**config.mk**
```make
export PLATFORM = sky130hd
export DESIGN_NAME = alu_sub_seq
export DESIGN_NICKNAME = d
export VERILOG_FILES = /design/src/rtl/alu_sub_seq.sv
export SDC_FILE = /design/constraint.sdc
export NUM_CORES = 1
export LEC_CHECK = 0
export ABC_AREA = 1
export CORE_UTILIZATION = 56
export DETAILED_ROUTE_END_ITERATION = 16
export PLACE_DENSITY = 0.83
export SLEW_MARGIN = 20
export SYNTH_ARGS = -nofsm -noshare
export SYNTH_HDL_FRONTEND = slang
export SYNTH_SLANG_ARGS = --single-unit
```
**constraint.sdc**
```tcl
create_clock -name i_clk -period 2.6 [get_ports i_clk]
set_input_delay 0.26 -clock i_clk [delete_from_list [all_inputs] [get_ports i_clk]]
set_output_delay 0.26 -clock i_clk [all_outputs]
set_load 0.01 [all_outputs]
```
**src/rtl/alu_sub_seq.sv**
```systemverilog
// Sequential ALU: operand muxing, Start/Busy/Done handshake, multi-cycle shifts and
// shift-add multiply, with a registered result and NZCV flags.
module alu_sub_seq #(
  parameter int unsigned WIDTH  = 16,
  parameter int unsigned BCONST = 2
) (
  input  logic             i_clk,
  input  logic             i_rst_n,
  input  logic [WIDTH-1:0] i_pc,
  input  logic [WIDTH-1:0] i_acc,
  input  logic [WIDTH-1:0] i_sp,
  input  logic [WIDTH-1:0] i_mdr,
  input  logic [WIDTH-1:0] i_se,
  input  logic [WIDTH-1:0] i_ze,
  input  logic [WIDTH-1:0] i_sl1,
  input  logic [1:0]       i_src_a,
  input  logic [2:0]       i_src_b,
  input  logic [3:0]       i_alu_op,
  input  logic             i_start,
  output logic             o_busy,
  output logic             o_done,
  output logic [WIDTH-1:0] o_out,
  output logic             o_zero,
  output logic             o_neg,
  output logic             o_carry,
  output logic             o_ovf
);

  localparam int unsigned SW = $clog2(WIDTH);

  localparam logic [3:0] OpAdd  = 4'd0;
  localparam logic [3:0] OpSub  = 4'd1;
  localparam logic [3:0] OpAnd  = 4'd2;
  localparam logic [3:0] OpOr   = 4'd3;
  localparam logic [3:0] OpXor  = 4'd4;
  localparam logic [3:0] OpNor  = 4'd5;
  localparam logic [3:0] OpSlt  = 4'd6;
  localparam logic [3:0] OpPassB = 4'd7;
  localparam logic [3:0] OpSll  = 4'd8;
  localparam logic [3:0] OpSrl  = 4'd9;
  localparam logic [3:0] OpSra  = 4'd10;
  localparam logic [3:0] OpMul  = 4'd11;

  typedef enum logic [1:0] {StIdle, StExec, StDone} state_e;

  state_e           r_state;
  logic [WIDTH-1:0] r_a;
  logic [WIDTH-1:0] r_b;
  logic [WIDTH-1:0] r_hi;
  logic [3:0]       r_op;
  logic [SW-1:0]    r_cnt;
  logic             r_busy;
  logic             r_done;
  logic [WIDTH-1:0] r_out;
  logic             r_zero;
  logic             r_neg;
  logic             r_carry;
  logic             r_ovf;

  logic [WIDTH-1:0] w_a;
  logic [WIDTH-1:0] w_b;
  logic [SW-1:0]    w_n;
  logic [SW-1:0]    w_cnt_init;
  logic             w_op_shift;
  logic             w_r_shift;
  logic             w_shz;
  logic [WIDTH:0]   w_sum;
  logic [WIDTH:0]   w_diff;
  logic [WIDTH:0]   w_mul_sum;
  logic [WIDTH-1:0] w_sh_next;
  logic             w_sh_bit;
  logic [WIDTH-1:0] w_res;
  logic             w_c;
  logic             w_v;

  always_comb begin
    case (i_src_a)
      2'd0:    w_a = i_pc;
      2'd1:    w_a = i_acc;
      2'd2:    w_a = i_sp;
      default: w_a = '0;
    endcase
    case (i_src_b)
      3'd0:    w_b = WIDTH'(BCONST);
      3'd1:    w_b = i_se;
      3'd2:    w_b = i_mdr;
      3'd3:    w_b = i_ze;
      3'd4:    w_b = i_sl1;
      default: w_b = '0;
    endcase
  end

  // Counter holds remaining EXEC cycles minus one; shift by 0 still takes one cycle.
  always_comb begin
    w_n        = w_b[SW-1:0];
    w_op_shift = (i_alu_op >= OpSll) && (i_alu_op <= OpSra);
    w_cnt_init = '0;
    if (w_op_shift && (w_n != '0)) begin
      w_cnt_init = w_n - 1'b1;
    end else if (i_alu_op == OpMul) begin
      w_cnt_init = SW'(WIDTH - 1);
    end
  end

  always_comb begin
    w_r_shift = (r_op >= OpSll) && (r_op <= OpSra);
    w_shz     = (r_b[SW-1:0] == '0);
    w_sum     = {1'b0, r_a} + {1'b0, r_b};
    w_diff    = {1'b0, r_a} - {1'b0, r_b};
    w_mul_sum = {1'b0, r_hi} + {1'b0, {WIDTH{r_b[0]}} & r_a};
    case (r_op)
      OpSll: begin
        w_sh_next = {r_a[WIDTH-2:0], 1'b0};
        w_sh_bit  = r_a[WIDTH-1];
      end
      OpSrl: begin
        w_sh_next = {1'b0, r_a[WIDTH-1:1]};
        w_sh_bit  = r_a[0];
      end
      default: begin
        w_sh_next = {r_a[WIDTH-1], r_a[WIDTH-1:1]};
        w_sh_bit  = r_a[0];
      end
    endcase
  end

  always_comb begin
    w_res = r_a;
    w_c   = 1'b0;
    w_v   = 1'b0;
    case (r_op)
      OpAdd: begin
        w_res = w_sum[WIDTH-1:0];
        w_c   = w_sum[WIDTH];
        w_v   = (r_a[WIDTH-1] == r_b[WIDTH-1]) && (w_sum[WIDTH-1] != r_a[WIDTH-1]);
      end
      OpSub: begin
        w_res = w_diff[WIDTH-1:0];
        w_c   = ~w_diff[WIDTH];
        w_v   = (r_a[WIDTH-1] != r_b[WIDTH-1]) && (w_diff[WIDTH-1] != r_a[WIDTH-1]);
      end
      OpAnd:   w_res = r_a & r_b;
      OpOr:    w_res = r_a | r_b;
      OpXor:   w_res = r_a ^ r_b;
      OpNor:   w_res = ~(r_a | r_b);
      OpSlt:   w_res = {{(WIDTH-1){1'b0}}, $signed(r_a) < $signed(r_b)};
      OpPassB: w_res = r_b;
      OpSll, OpSrl, OpSra: begin
        w_res = w_shz ? r_a : w_sh_next;
        w_c   = ~w_shz & w_sh_bit;
      end
      OpMul: begin
        w_res = {w_mul_sum[0], r_b[WIDTH-1:1]};
        w_c   = |w_mul_sum[WIDTH:1];
      end
      default: w_res = r_a;
    endcase
  end

  always_ff @(posedge i_clk or negedge i_rst_n) begin
    if (!i_rst_n) begin
      r_state <= StIdle;
      r_a     <= '0;
      r_b     <= '0;
      r_hi    <= '0;
      r_op    <= '0;
      r_cnt   <= '0;
      r_busy  <= 1'b0;
      r_done  <= 1'b0;
      r_out   <= '0;
      r_zero  <= 1'b0;
      r_neg   <= 1'b0;
      r_carry <= 1'b0;
      r_ovf   <= 1'b0;
    end else begin
      r_done <= 1'b0;
      case (r_state)
        StIdle, StDone: begin
          if (i_start) begin
            r_a     <= w_a;
            r_b     <= w_b;
            r_op    <= i_alu_op;
            r_cnt   <= w_cnt_init;
            r_hi    <= '0;
            r_busy  <= 1'b1;
            r_state <= StExec;
          end else begin
            r_state <= StIdle;
          end
        end
        StExec: begin
          if (w_r_shift && !w_shz) begin
            r_a <= w_sh_next;
          end
          // Shift-add: {r_hi, r_b} shifts right while partial sums accumulate in r_hi.
          if (r_op == OpMul) begin
            r_hi <= w_mul_sum[WIDTH:1];
            r_b  <= {w_mul_sum[0], r_b[WIDTH-1:1]};
          end
          if (r_cnt == '0) begin
            r_out   <= w_res;
            r_zero  <= (w_res == '0);
            r_neg   <= w_res[WIDTH-1];
            r_carry <= w_c;
            r_ovf   <= w_v;
            r_busy  <= 1'b0;
            r_done  <= 1'b1;
            r_state <= StDone;
          end else begin
            r_cnt <= r_cnt - 1'b1;
          end
        end
        default: r_state <= StIdle;
      endcase
    end
  end

  assign o_busy  = r_busy;
  assign o_done  = r_done;
  assign o_out   = r_out;
  assign o_zero  = r_zero;
  assign o_neg   = r_neg;
  assign o_carry = r_carry;
  assign o_ovf   = r_ovf;

endmodule
```
==> impl_metrics.ini <==
[pwr]
p_int_uw = 7630
peakVddDrop_mv = 0.617
power_frac_comb_pct = 78.0
power.share.clock_pct = 9.2
power_switching_uw = 9210
power_frac_seq_pct = 12.8
power_density_nw_per_um2 = 1390
power.share.switching_pct = 54.7
p_leak_uw = 0.00614

[sta]
period_share_pct = 98.3
hold_violations = 0
whs_ps = 474
setup_violations = 0
skew_ps = 7.62
timing.fmax_mhz = 391
rsz0062_at_grt = yes
worst_pin_slew_ps = 713
setup_tns_ps = 0
period_needed_ps = 2560
relSlewSlack_pct = 52.1
maxSlewViolCount = 0

[worst_setup_path]
worstRegToRegCells = 16
path_class = flop to flop
max_stage_delay_ps = 460
crit_fanout = 5
cp-end-kind = flop
start_kind = flop
crit_chain = buf_8, ha_4, fa_2, inv_2, nand2_4, nand2_1, nor2_1, nor2_1, nand4_1, nand2_1, nand2_1, nor2_1, nand4_1, nor2_1, nand3_1, nand2_1
crit_arrival_ps = 2840
slowest_stage = dfrtp_2
crit_required_ps = 2890

[detailed_routing]
drc = 0
via_per_inst = 5.93
first_iter_violations = 1627
wl_per_cell_um = 18.6
routed_wirelength_mm = 36.6
via_count = 11650
ant_nets = 0
first_pass_iters = 9

[clock_tree]
htreeDepth = 3
root_buffer = clkbuf_16
cts_tree = built
numCtsBuffers = 9
clockBufferDepth = 2
clock_latency_ps = 350
clock_sinks = 79
path_clk_slew_ps = 60

[synth]
synth-edff-count = 0
yosys.area.top_type_share_pct = 22.2
yosys_warnings = 0
ys_seq_elements = 79
avgSynthCellArea_um2 = 5.85
syn_nets = 1723
syn_inst = 1529
netlist_area_um2 = 8950
synthTopCellsByArea = nand2_1, dfrtp_1, nand3_1
yosysSeqAreaShare_pct = 22.1
async_reset_ff_share_pct = 100
synth_top_cell_by_area = nand2_1
ys_types = 45
ys.flop_type = dfrtp_1

[final_layout]
n_antenna_cell = 0
area_delta_synth_final_pct = 35.7
mostFrequentLayoutCell = nand2_1
mostFrequentLayoutCells = nand2_1, nand3_1, inv_1
final_cells = 1966
layout.nets = 1944
layout-drive-gt1-share_pct = 13.3

[floorplan]
die_w_um = 128
die_area_um2 = 16500
fp.coreArea_um2 = 15400
start_util_pct = 58.0
die_h_um = 128
fp-row-count = 45
io-pin-count = 146

[global_routing]
antenna_found_initial = 1
grt_pass1_vias = 10688
grt_first_pass_wirelength_mm = 55.4
overflow = 0
grt_max_degree = 43
track_usage_pct = 43.8

[placed_design]
hpwl_mm = 28.3
numPortBuffers = 145
gp_congestion = 1.10
dp.cells = 1939

[worst_hold_path]
min_path_type = primary input to asynchronous set/reset pin

[job]
maxCapViolCount = 0

[outcome]
status = complete, no violations
[registers in the layout, summed over array words and instances (netlist names), 2 cells and up]
| name | flops |
|---|---|
| o_out | 16 |
| r_a | 16 |
| r_b | 16 |
| r_cnt | 4 |
| r_hi | 16 |
| r_op | 4 |
| r_state | 2 |
[per-layer routing]
layer  global-route usage, %  wire length [um]  vias up
li1                        -                 -     5405
met1                    57.5             14300     5258
met2                    68.6             15900      842
met3                    8.57              4420      143
met4                    22.1              1990        2
met5                       0                12        -
[power groups by stage]
stage | Combinational (uW) | Clock [uW] | Sequential, uW
after floorplan | 6870 | 0 | 2220
after global placement | 11500 | 0 | 2090
after detailed placement | 11700 | 0 | 2120
after CTS | 11800 | 1550 | 2110
after global routing | 14100 | 1600 | 2200
final | 13100 | 1540 | 2160
[cell families (layout without fill, tap and decap cells)]
family,after synthesis,count (layout),synth area share (%)
DFF,79,79,22.1
AOI/OAI and AO/OA,221,221,14.0
xor gates and xnor gates,10,10,0.979
adders and majority gates,70,70,10.0
and+or+nand+nor,916,916,42.6
buffers and inverters,233,459,10.3
[critical path, delay by kind of cell, from the launching register on]
family                   cells  cell delay (ps)
flip-flops                   1              460
buffers and inverters        2              240
adder cells (fa/ha/maj)      2              550
AND/OR/NAND/NOR             12             1250
[final timing paths]
| check | slack [ps] | endpoint | start |
|---|---|---|---|
| worst max-delay path | 40 | o_zero | r_b[0] |
| worst min-delay path | 470 | o_out[4] | i_rst_n |
| worst max register to register | 40 | o_zero | r_b[0] |
| worst min register to register | 490 | o_out[9] | o_out[9] |
| max in group asynchronous | 1500 | r_state[1] | i_rst_n |
| min in group i_clk | 490 | o_out[9] | o_out[9] |
[synth_stat cells (all sizes together) (2+ instances only)]
library cell,instances
o21a,3
ha,67
fa,3
a22o,2
nand4,29
a31oi,24
nor2,154
clkbuf,33
nand2,534
nor3,16
o21ai,105
buf,25
o211ai,8
nand3,176
o21bai,10
dfrtp,79
o22ai,14
inv,175
xnor2,7
xor2,3
nand3b,3
a21oi,47
[metrics by stage]
step / cell area, um2 / power, uW / utilization, % / worst slack, ps
after CTS: 11700 / 15500 / 75.6 / 4.65
after global routing: 12200 / 17900 / 78.8 / -68.0
after global placement: 11300 / 13600 / 73.1 / 63.1
after detailed placement: 11300 / 13800 / 73.1 / -12.1
after floorplan: 8950 / 9090 / - / 250
final: 12200 / 16800 / 78.8 / 44.5
[cell type report]
class,count,area [um2]
clock buffer,10,239
sequential,79,1980
timing repair buffer,268,2440
inverter,175,657
tap,211,264
clock inverter,6,116
fill,1192,3280
multi-input combinational,1217,6450
[repair_timing]
| action | in CTS | in global routing |
|---|---|---|
| pin swaps | 0 | 20 |
| hold endpoints to repair | 41 | 0 |
| resized for setup | 5 | 92 |
| gates cloned | 0 | 1 |
| hold buffers | 1 | 0 |
| buffers inserted | 0 | 9 |
| endpoints found under the setup margin | 2 | 11 |
(Power assumes the default switching activity.)
